[src/rtl/iomem_gpio.sv]
// iomem_gpio: parametrised GPIO peripheral for the PicoSoC iomem bus.
// Per-pin direction, synchronised inputs, atomic set/clear, edge capture
// with a registered level interrupt. One-cycle acknowledged bus slave.
module iomem_gpio #(
  parameter int unsigned      WIDTH       = 32,
  parameter logic [7:0]       ADDR_HI     = 8'h03,
  parameter int unsigned      SYNC_STAGES = 2,
  parameter logic [WIDTH-1:0] OUT_RESET   = WIDTH'(1)
) (
  input  logic             clk,
  input  logic             reset,
  input  logic             iomem_valid,
  output logic             iomem_ready,
  input  logic [3:0]       iomem_wstrb,
  input  logic [31:0]      iomem_addr,
  input  logic [31:0]      iomem_wdata,
  output logic [31:0]      iomem_rdata,
  input  logic [WIDTH-1:0] gpio_in,
  output logic [WIDTH-1:0] gpio_out,
  output logic [WIDTH-1:0] gpio_oe,
  output logic             irq
);

  localparam logic [2:0] OFF_OUT    = 3'd0;
  localparam logic [2:0] OFF_DIR    = 3'd1;
  localparam logic [2:0] OFF_IN     = 3'd2;
  localparam logic [2:0] OFF_RISE   = 3'd3;
  localparam logic [2:0] OFF_FALL   = 3'd4;
  localparam logic [2:0] OFF_STATUS = 3'd5;
  localparam logic [2:0] OFF_SET    = 3'd6;
  localparam logic [2:0] OFF_CLR    = 3'd7;

  logic [WIDTH-1:0] out_q,     out_d;
  logic [WIDTH-1:0] dir_q,     dir_d;
  logic [WIDTH-1:0] rise_en_q, rise_en_d;
  logic [WIDTH-1:0] fall_en_q, fall_en_d;
  logic [WIDTH-1:0] status_q,  status_d;
  logic [WIDTH-1:0] prev_q,    prev_d;
  logic [SYNC_STAGES-1:0][WIDTH-1:0] sync_q, sync_d;
  logic             ready_q,   ready_d;
  logic [31:0]      rdata_q,   rdata_d;

  logic             sel;
  logic [2:0]       off;
  logic [31:0]      byte_mask;
  logic [31:0]      wdata_masked;
  logic [WIDTH-1:0] wmask;
  logic [WIDTH-1:0] wbits;
  logic [WIDTH-1:0] sync_in;
  logic [WIDTH-1:0] edge_evt;
  logic [31:0]      rd_val;

  // Address bits outside the block select and register offset are don't-care.
  logic unused_addr_bits;
  assign unused_addr_bits = ^{iomem_addr[23:5], iomem_addr[1:0]};

  // Decode the access and build the per-lane write mask, clipped to WIDTH.
  always_comb begin
    sel          = iomem_valid && !ready_q && (iomem_addr[31:24] == ADDR_HI);
    off          = iomem_addr[4:2];
    byte_mask    = {{8{iomem_wstrb[3]}}, {8{iomem_wstrb[2]}},
                    {8{iomem_wstrb[1]}}, {8{iomem_wstrb[0]}}};
    wdata_masked = iomem_wdata & byte_mask;
    wmask        = byte_mask[WIDTH-1:0];
    wbits        = wdata_masked[WIDTH-1:0];
  end

  // Input synchroniser, previous-value register and edge detection.
  always_comb begin
    sync_d   = {sync_q[SYNC_STAGES-2:0], gpio_in};
    sync_in  = sync_q[SYNC_STAGES-1];
    prev_d   = sync_in;
    edge_evt = (sync_in & ~prev_q & rise_en_q) | (~sync_in & prev_q & fall_en_q);
  end

  // Read mux: current register values, so a write in the same access is not seen.
  always_comb begin
    rd_val = '0;
    case (off)
      OFF_OUT:    rd_val[WIDTH-1:0] = out_q;
      OFF_DIR:    rd_val[WIDTH-1:0] = dir_q;
      OFF_IN:     rd_val[WIDTH-1:0] = sync_in;
      OFF_RISE:   rd_val[WIDTH-1:0] = rise_en_q;
      OFF_FALL:   rd_val[WIDTH-1:0] = fall_en_q;
      OFF_STATUS: rd_val[WIDTH-1:0] = status_q;
      default:    rd_val = '0;
    endcase
  end

  // Register writes, W1C status with edge events taking priority, bus response.
  always_comb begin
    out_d     = out_q;
    dir_d     = dir_q;
    rise_en_d = rise_en_q;
    fall_en_d = fall_en_q;
    status_d  = status_q;
    if (sel) begin
      case (off)
        OFF_OUT:    out_d     = (out_q & ~wmask) | wbits;
        OFF_DIR:    dir_d     = (dir_q & ~wmask) | wbits;
        OFF_RISE:   rise_en_d = (rise_en_q & ~wmask) | wbits;
        OFF_FALL:   fall_en_d = (fall_en_q & ~wmask) | wbits;
        OFF_STATUS: status_d  = status_q & ~wbits;
        OFF_SET:    out_d     = out_q | wbits;
        OFF_CLR:    out_d     = out_q & ~wbits;
        default:    out_d     = out_q;
      endcase
    end
    status_d = status_d | edge_evt;
    ready_d  = sel;
    rdata_d  = sel ? rd_val : rdata_q;
  end

  // State registers with synchronous active-high reset.
  always_ff @(posedge clk) begin
    if (reset) begin
      out_q     <= OUT_RESET;
      dir_q     <= '0;
      rise_en_q <= '0;
      fall_en_q <= '0;
      status_q  <= '0;
      sync_q    <= '0;
      prev_q    <= '0;
      ready_q   <= 1'b0;
      rdata_q   <= '0;
    end else begin
      out_q     <= out_d;
      dir_q     <= dir_d;
      rise_en_q <= rise_en_d;
      fall_en_q <= fall_en_d;
      status_q  <= status_d;
      sync_q    <= sync_d;
      prev_q    <= prev_d;
      ready_q   <= ready_d;
      rdata_q   <= rdata_d;
    end
  end

  assign gpio_out    = out_q;
  assign gpio_oe     = dir_q;
  assign irq         = |status_q;
  assign iomem_ready = ready_q;
  assign iomem_rdata = rdata_q;

endmodule

[config.mk]
export PLATFORM = sky130hd
export DESIGN_NAME = iomem_gpio
export DESIGN_NICKNAME = d
export VERILOG_FILES = /design/src/rtl/iomem_gpio.sv
export SDC_FILE = /design/constraint.sdc
export NUM_CORES = 1
export LEC_CHECK = 0
export BUFFER_PORTS_ARGS = -buffer_cell sky130_fd_sc_hd__clkbuf_2
export CAP_MARGIN = 0
export CORE_MARGIN = 2
export CORE_UTILIZATION = 40
export DETAILED_ROUTE_END_ITERATION = 10
export GPL_TIMING_DRIVEN = 1
export MAX_ROUTING_LAYER = met4
export SLEW_MARGIN = 5
export SYNTH_ARGS = -nofsm -noshare
export SYNTH_HDL_FRONTEND = slang
export SYNTH_SLANG_ARGS = --single-unit
[constraint.sdc]
create_clock -name clk -period 2.85 [get_ports clk]
set_input_delay 0.57 -clock clk [delete_from_list [all_inputs] [get_ports clk]]
set_output_delay 0.57 -clock clk [all_outputs]
set_load 0.02 [all_outputs]
==> impl_metrics.json, run 1 <==
{
  "clock-sinks": 289,
  "arrival_ns": 2.23,
  "timing.final.max_slew_violations": 0,
  "synth_area_leader_cell": "dfxtp_1",
  "synth_nets": 1353,
  "yosysSeqAreaShare_pct": 49.0,
  "die_h_um": 176,
  "rsz0062_at_grt": "false",
  "ctsHtreeMaxLevel": 1,
  "async_flop_share_pct": 0,
  "cts_tree": "yes",
  "initial_utilization_pct": 40.9,
  "via_count": 9927,
  "globalRouteMet1Util_pct": 30.6,
  "netlist_area_um2": 11800,
  "die_w_um": 176,
  "final.min_clock_period_ns": 2.80,
  "rows": 62,
  "status": "completed",
  "whs_ns": 0.227,
  "drt-total-wl_um": 35400,
  "drcViolationCount": 0,
  "yosysUniqueCellTypes": 48,
  "ys_seq_elements": 289,
  "grt_usage_pct": 23.2,
  "synthTopCellsByCount": "dfxtp_1 (289), nor2_1 (185), mux2i_1 (110), nand2_1 (80), nor2b_1 (79)",
  "io_pins": 201,
  "grt_overflow": 0,
  "synth_area_leaders": "dfxtp_1 (49%), mux2i_1 (9.3%), nor2_1 (5.9%)",
  "antenna_found_initial": 1,
  "gp_congestion": 0.828,
  "yosysMostFrequentCell": "dfxtp_1",
  "grtUsageMet2_pct": 37.8,
  "cts_inserted_buffers": 31,
  "avgViaCountPerCell": 5.41,
  "dpl_worst_slack_ns": 0.426,
  "coreArea_um2": 28900,
  "globalRouteMet3Util_pct": 3.05,
  "hold_viol": 0,
  "fin_setup_tns_ns": 0,
  "nets": 1530,
  "clock_skew_ns": 0.00769,
  "final.setup.worst_slack_ns": 0.0510,
  "avgSynthCellArea_um2": 9.44,
  "tightest_slew_ns": 0.595,
  "cts_root_buffer": "clkbuf_16",
  "drive_above_1_share_pct": 23.2,
  "cts_buffer_depth": 3,
  "place.detailed.hpwl_um": 23900,
  "area_delta_synth_final_pct": 21.5,
  "drt-pass1-iter-count": 5,
  "synth_ff_type": "dfxtp_1",
  "fp.dieArea_um2": 30900,
  "portBuffers": 179,
  "p_leak_nw": 6.09,
  "finalCritPeriodShare_pct": 98.2,
  "wl_per_cell_um": 19.3,
  "cap_violations": 0,
  "path_max_fanout": 3,
  "path_clk_slew_ns": 0.06,
  "cp.required_ns": 2.28,
  "synth_top_area_share_pct": 49.0,
  "max_freq_mhz": 357,
  "ys.warnings.count": 0,
  "synth_edf_count": 0,
  "grt-busiest-layer": "met2",
  "powerDensity_nw_per_um2": 605,
  "drt_iter0_markers": 708,
  "startpoint_type": "flop",
  "final_cells": 1836,
  "crit_type": "flop to output pin",
  "peakVddDrop_mv": 0.611,
  "postSynthCellCount": 1250,
  "p_total_mw": 8.68,
  "grt_pass1_vias": 9581,
  "clock_latency_ns": 0.55,
  "crit_path_end_kind": "output pin",
  "slew_headroom_pct": 59.9,
  "grt_max_degree": 79,
  "holdCritPathClass": "input pin to flop",
  "dp.cells": 1778,
  "finalSetupViolCount": 0,
  "ant_nets": 0,
  "grt_pass1_wl_um": 54300,
  "hold_buffers": 0
}
[where the power goes]
group          total [mW]  internal, mW  switching, mW
combinational       0.446         0.154          0.292
sequential           4.12          4.10         0.0282
clock                4.11          2.50           1.61
[cell usage in the layout, fill, tap and decap left out, types with 6 or more instances in the layout]
| cell | instances |
|---|---|
| clkbuf_2 | 176 |
| a32oi_1 | 11 |
| o22ai_1 | 8 |
| o32ai_1 | 23 |
| mux2i_1 | 110 |
| nand2b_1 | 8 |
| a31oi_1 | 32 |
| nor4_1 | 7 |
| dfxtp_1 | 289 |
| inv_1 | 56 |
| mux2_2 | 31 |
| a221oi_1 | 17 |
| clkbuf_1 | 8 |
| nand3b_1 | 8 |
| a21oi_1 | 66 |
| nand4_1 | 12 |
| buf_4 | 46 |
| nand2_1 | 80 |
| o21ai_0 | 44 |
| clkbuf_16 | 31 |
| mux4_2 | 16 |
| nor3_1 | 21 |
| clkbuf_8 | 10 |
| nor2b_1 | 78 |
| a211oi_1 | 6 |
| nor4bb_1 | 6 |
| nor2_1 | 185 |
[final timing paths]
path,from,endpoint,slack [ns],depth (start not counted)
worst max register to register,iomem_ready,iomem_rdata[29],0.89,5
worst min register to register,sync_d[38],prev_d[6],0.43,1
worst max-delay path,status_q[11],irq,0.05,4
worst min-delay path,gpio_in[30],sync_d[62],0.23,2
[area by class of cell]
cell class | instances | area (um2)
diodes | 1 | 2.50
repair buffers | 228 | 1330
clock buffers | 48 | 930
well taps | 384 | 480
fillers | 2828 | 14500
inverters | 58 | 218
flip-flops and latches | 289 | 5790
clock inverters | 9 | 126
multi-input cells | 819 | 5470
[cells by family (layout without fill, tap and decap cells)]
logic type | after synthesis | after routing | share of synthesized area, %
AND/OR/NAND/NOR | 431 | 431 | 18.1
flip-flops | 289 | 289 | 49.0
AO/OA/AOI/OAI | 231 | 231 | 12.8
multiplexers | 157 | 157 | 15.3
buffers and inverters | 142 | 343 | 4.74
other | 0 | 1 | 0
[metrics by stage]
stage	cell area (um2)	util, %
CTS	14300	49.7
floorplan	11800	-
finish	14300	49.7
global placement	13300	46.0
detailed placement	13300	46.0
global route	14300	49.7
[timing repair]
item | in CTS | in global routing
setup buffers | 0 | 0
setup endpoints to repair | 0 | 1
gates resized for setup | 0 | 1
[metal layers]
| layer | up-vias | share of wire [%] |
|---|---|---|
| met1 | 4761 | 45 |
| met3 | 62 | 5.6 |
| met4 | 0 | 2.2 |
| met5 | - | 0 |
| met2 | 335 | 47 |
| li1 | 4769 | - |
[worst max-delay path, cell delays in order (launching register included)]
cell      delay [ns]
dfxtp_1         0.36
nor4_1          0.52
nand4_1         0.26
or2_2           0.38
clkbuf_2        0.16
Power figures use the tool's default switching activity.
==> run 2, diff against run 1 <==
Settings changed: BUFFER_PORTS_ARGS -buffer_cell sky130_fd_sc_hd__clkbuf_2 to -buffer_cell sky130_fd_sc_hd__buf_2.
==> run 2 against run 1 <==
Hold slack improved by 0.0013 ns. Critical path depth did not move. Non-clock buffer count decreased by 3. Largest cell class unchanged. Global-route usage decreased by 0.50 points. Clock skew rose by 0.0067 ns. Critical endpoint unchanged. Clock power shrank 9.7%.
==> impl_metrics.json, run 2 (same netlist as run 1, synthesis figures left out) <==
{
  "final.setup.worst_slack_ns": 0.141,
  "drt-total-wl_um": 35100,
  "cp.required_ns": 2.28,
  "slew_headroom_pct": 51.5,
  "powerDensity_nw_per_um2": 583,
  "timing.final.max_slew_violations": 0,
  "ant_nets": 0,
  "p_leak_nw": 6.09,
  "avgViaCountPerCell": 5.38,
  "rows": 62,
  "hold_depth": 2,
  "cts_root_buffer": "clkbuf_16",
  "grt_usage_pct": 22.6,
  "cts_inserted_buffers": 30,
  "initial_utilization_pct": 40.9,
  "drt_iter0_markers": 829,
  "die_w_um": 176,
  "cts_resized": 0,
  "grt_pass1_wl_um": 53200,
  "p_clk_share_pct": 44.8,
  "cp_cell_sequence": "nor4_1 > nand4_1 > or2_2 > buf_2",
  "final.min_clock_period_ns": 2.71,
  "grt_max_degree": 80,
  "tightest_slew_ns": 0.725,
  "nets": 1526,
  "crit_path_end_kind": "output pin",
  "dpl_worst_slack_ns": 0.421,
  "status": "completed",
  "path_clk_slew_ns": 0.06,
  "io_pins": 201,
  "swShare_pct": 22.7,
  "whs_endpoint": "sync_d[36]",
  "startpoint_type": "flop",
  "arrival_ns": 2.14,
  "via_count": 9818,
  "clock_skew_ns": 0.0144,
  "antenna_found_initial": 0,
  "cap_violations": 0,
  "seqPwrFrac_pct": 49.8,
  "hold_buffers": 0,
  "wl_met2_um": 16400,
  "path_max_fanout": 3,
  "cts_buffer_depth": 3,
  "clock_latency_ns": 0.55,
  "grt_overflow": 0,
  "die_h_um": 176,
  "final_common_cell": "dfxtp_1",
  "dr.max_layer_used": "met4",
  "crit_path_top_delay_cell": "nor4_1",
  "reg2reg_slack_ns": 0.94,
  "wl_met1_um": 16100,
  "portBuffers": 179,
  "wl_met3_um": 1960,
  "drt-pass1-iter-count": 5,
  "min_from": "gpio_in[4]",
  "peakVddDrop_mv": 0.424,
  "max_freq_mhz": 369,
  "p_sw_mw": 1.88,
  "crit_type": "flop to output pin",
  "p_int_mw": 6.40,
  "design_area_um2": 14200,
  "diodes": 0,
  "wl_per_cell_um": 19.2,
  "holdCritPathClass": "input pin to flop",
  "rsz0062_at_grt": "false",
  "gp_congestion": 0.828,
  "reg2reg_to": "gpio_out[10]",
  "fp.dieArea_um2": 30900,
  "drcViolationCount": 0,
  "final_cell_mix": "dfxtp_1 (289), nor2_1 (185), buf_2 (177)",
  "cts_setup_buffers": 0,
  "finalCritPeriodShare_pct": 95.1,
  "rr_worst_depth": 5,
  "drive_above_1_share_pct": 22.6,
  "place.detailed.hpwl_um": 23300,
  "grt_pass1_vias": 9229,
  "clock-sinks": 289,
  "fin_setup_tns_ns": 0,
  "cpPeakStageDelay_ns": 0.44,
  "placed_area_um2": 13300,
  "area_delta_synth_final_pct": 20.3,
  "finalSetupViolCount": 0,
  "comb_power_share_pct": 5.4,
  "coreArea_um2": 28900,
  "hold_viol": 0,
  "r2r_start": "iomem_ready",
  "ctsHtreeMaxLevel": 1,
  "cts_tree": "yes"
}
run 2: cell types whose count changed in the layout (fill, tap and decap cells not counted), sizes merged:
cell      before  now
buf           51  224
bufinv         3    0
clkbuf       225   48
clkinv         7    6
clkinvlp       1    0
diode          1    0
run 2: power by group through the flow:
| stage | Combinational (mW) | Sequential [mW] | Clock [mW] |
|---|---|---|---|
| global placement | 0.441 | 4.21 | 0 |
| finish | 0.447 | 4.12 | 3.71 |
| floorplan | 0.245 | 4.20 | 0 |
| global route | 0.479 | 4.13 | 3.96 |
| CTS | 0.445 | 4.12 | 3.78 |
| detailed placement | 0.443 | 4.21 | 0 |
run 2: per-stage QoR:
| step | instances | hold WS, ns | utilization [%] | total power, mW |
|---|---|---|---|---|
| after floorplan | 1250 | 0.414 | - | 4.45 |
| after global placement | 1775 | 0.416 | 46.0 | 4.65 |
| after detailed placement | 1775 | 0.423 | 46.0 | 4.65 |
| after CTS | 1826 | 0.213 | 49.2 | 8.34 |
| after global routing | 1826 | 0.221 | 49.2 | 8.56 |
| final | 1826 | 0.228 | 49.2 | 8.28 |
run 2: metal layers:
layer | GRT usage (%) | up-vias
met5 | - | -
met2 | 36.1 | 292
li1 | - | 4745
met3 | 2.86 | 43
met4 | 5.10 | 0
met1 | 30.8 | 4738
run 2: worst max path at each step:
stage                   startpoint              to  slack, ns  depth (start not counted)
floorplan           iomem_addr[27]            flop       0.65                          5
global placement     iomem_addr[2]  iomem_rdata[5]       0.41                          6
detailed placement  iomem_addr[27]     gpio_out[1]       0.42                          6
CTS                   status_q[21]             irq       0.05                          4
global route          status_q[11]             irq       0.07                          4
finish                status_q[11]             irq       0.14                          4
run 2: area by class of cell:
type                            instances  area (um2)
Multi-Input combinational cell        819        5470
Tap cell                              384         480
Timing Repair Buffer                  225        1320
Clock inverter                          4        20.0
Sequential cell                       289        5790
Inverter                               58         218
Fill cell                            2809       14700
Clock buffer                           47         906
run 2: worst max-delay path, delay by kind of cell (launching register included):
kind                   cells  cell delay (ns)
buffers and inverters      1             0.17
flip-flops                 1             0.36
AND/OR/NAND/NOR            3             1.06
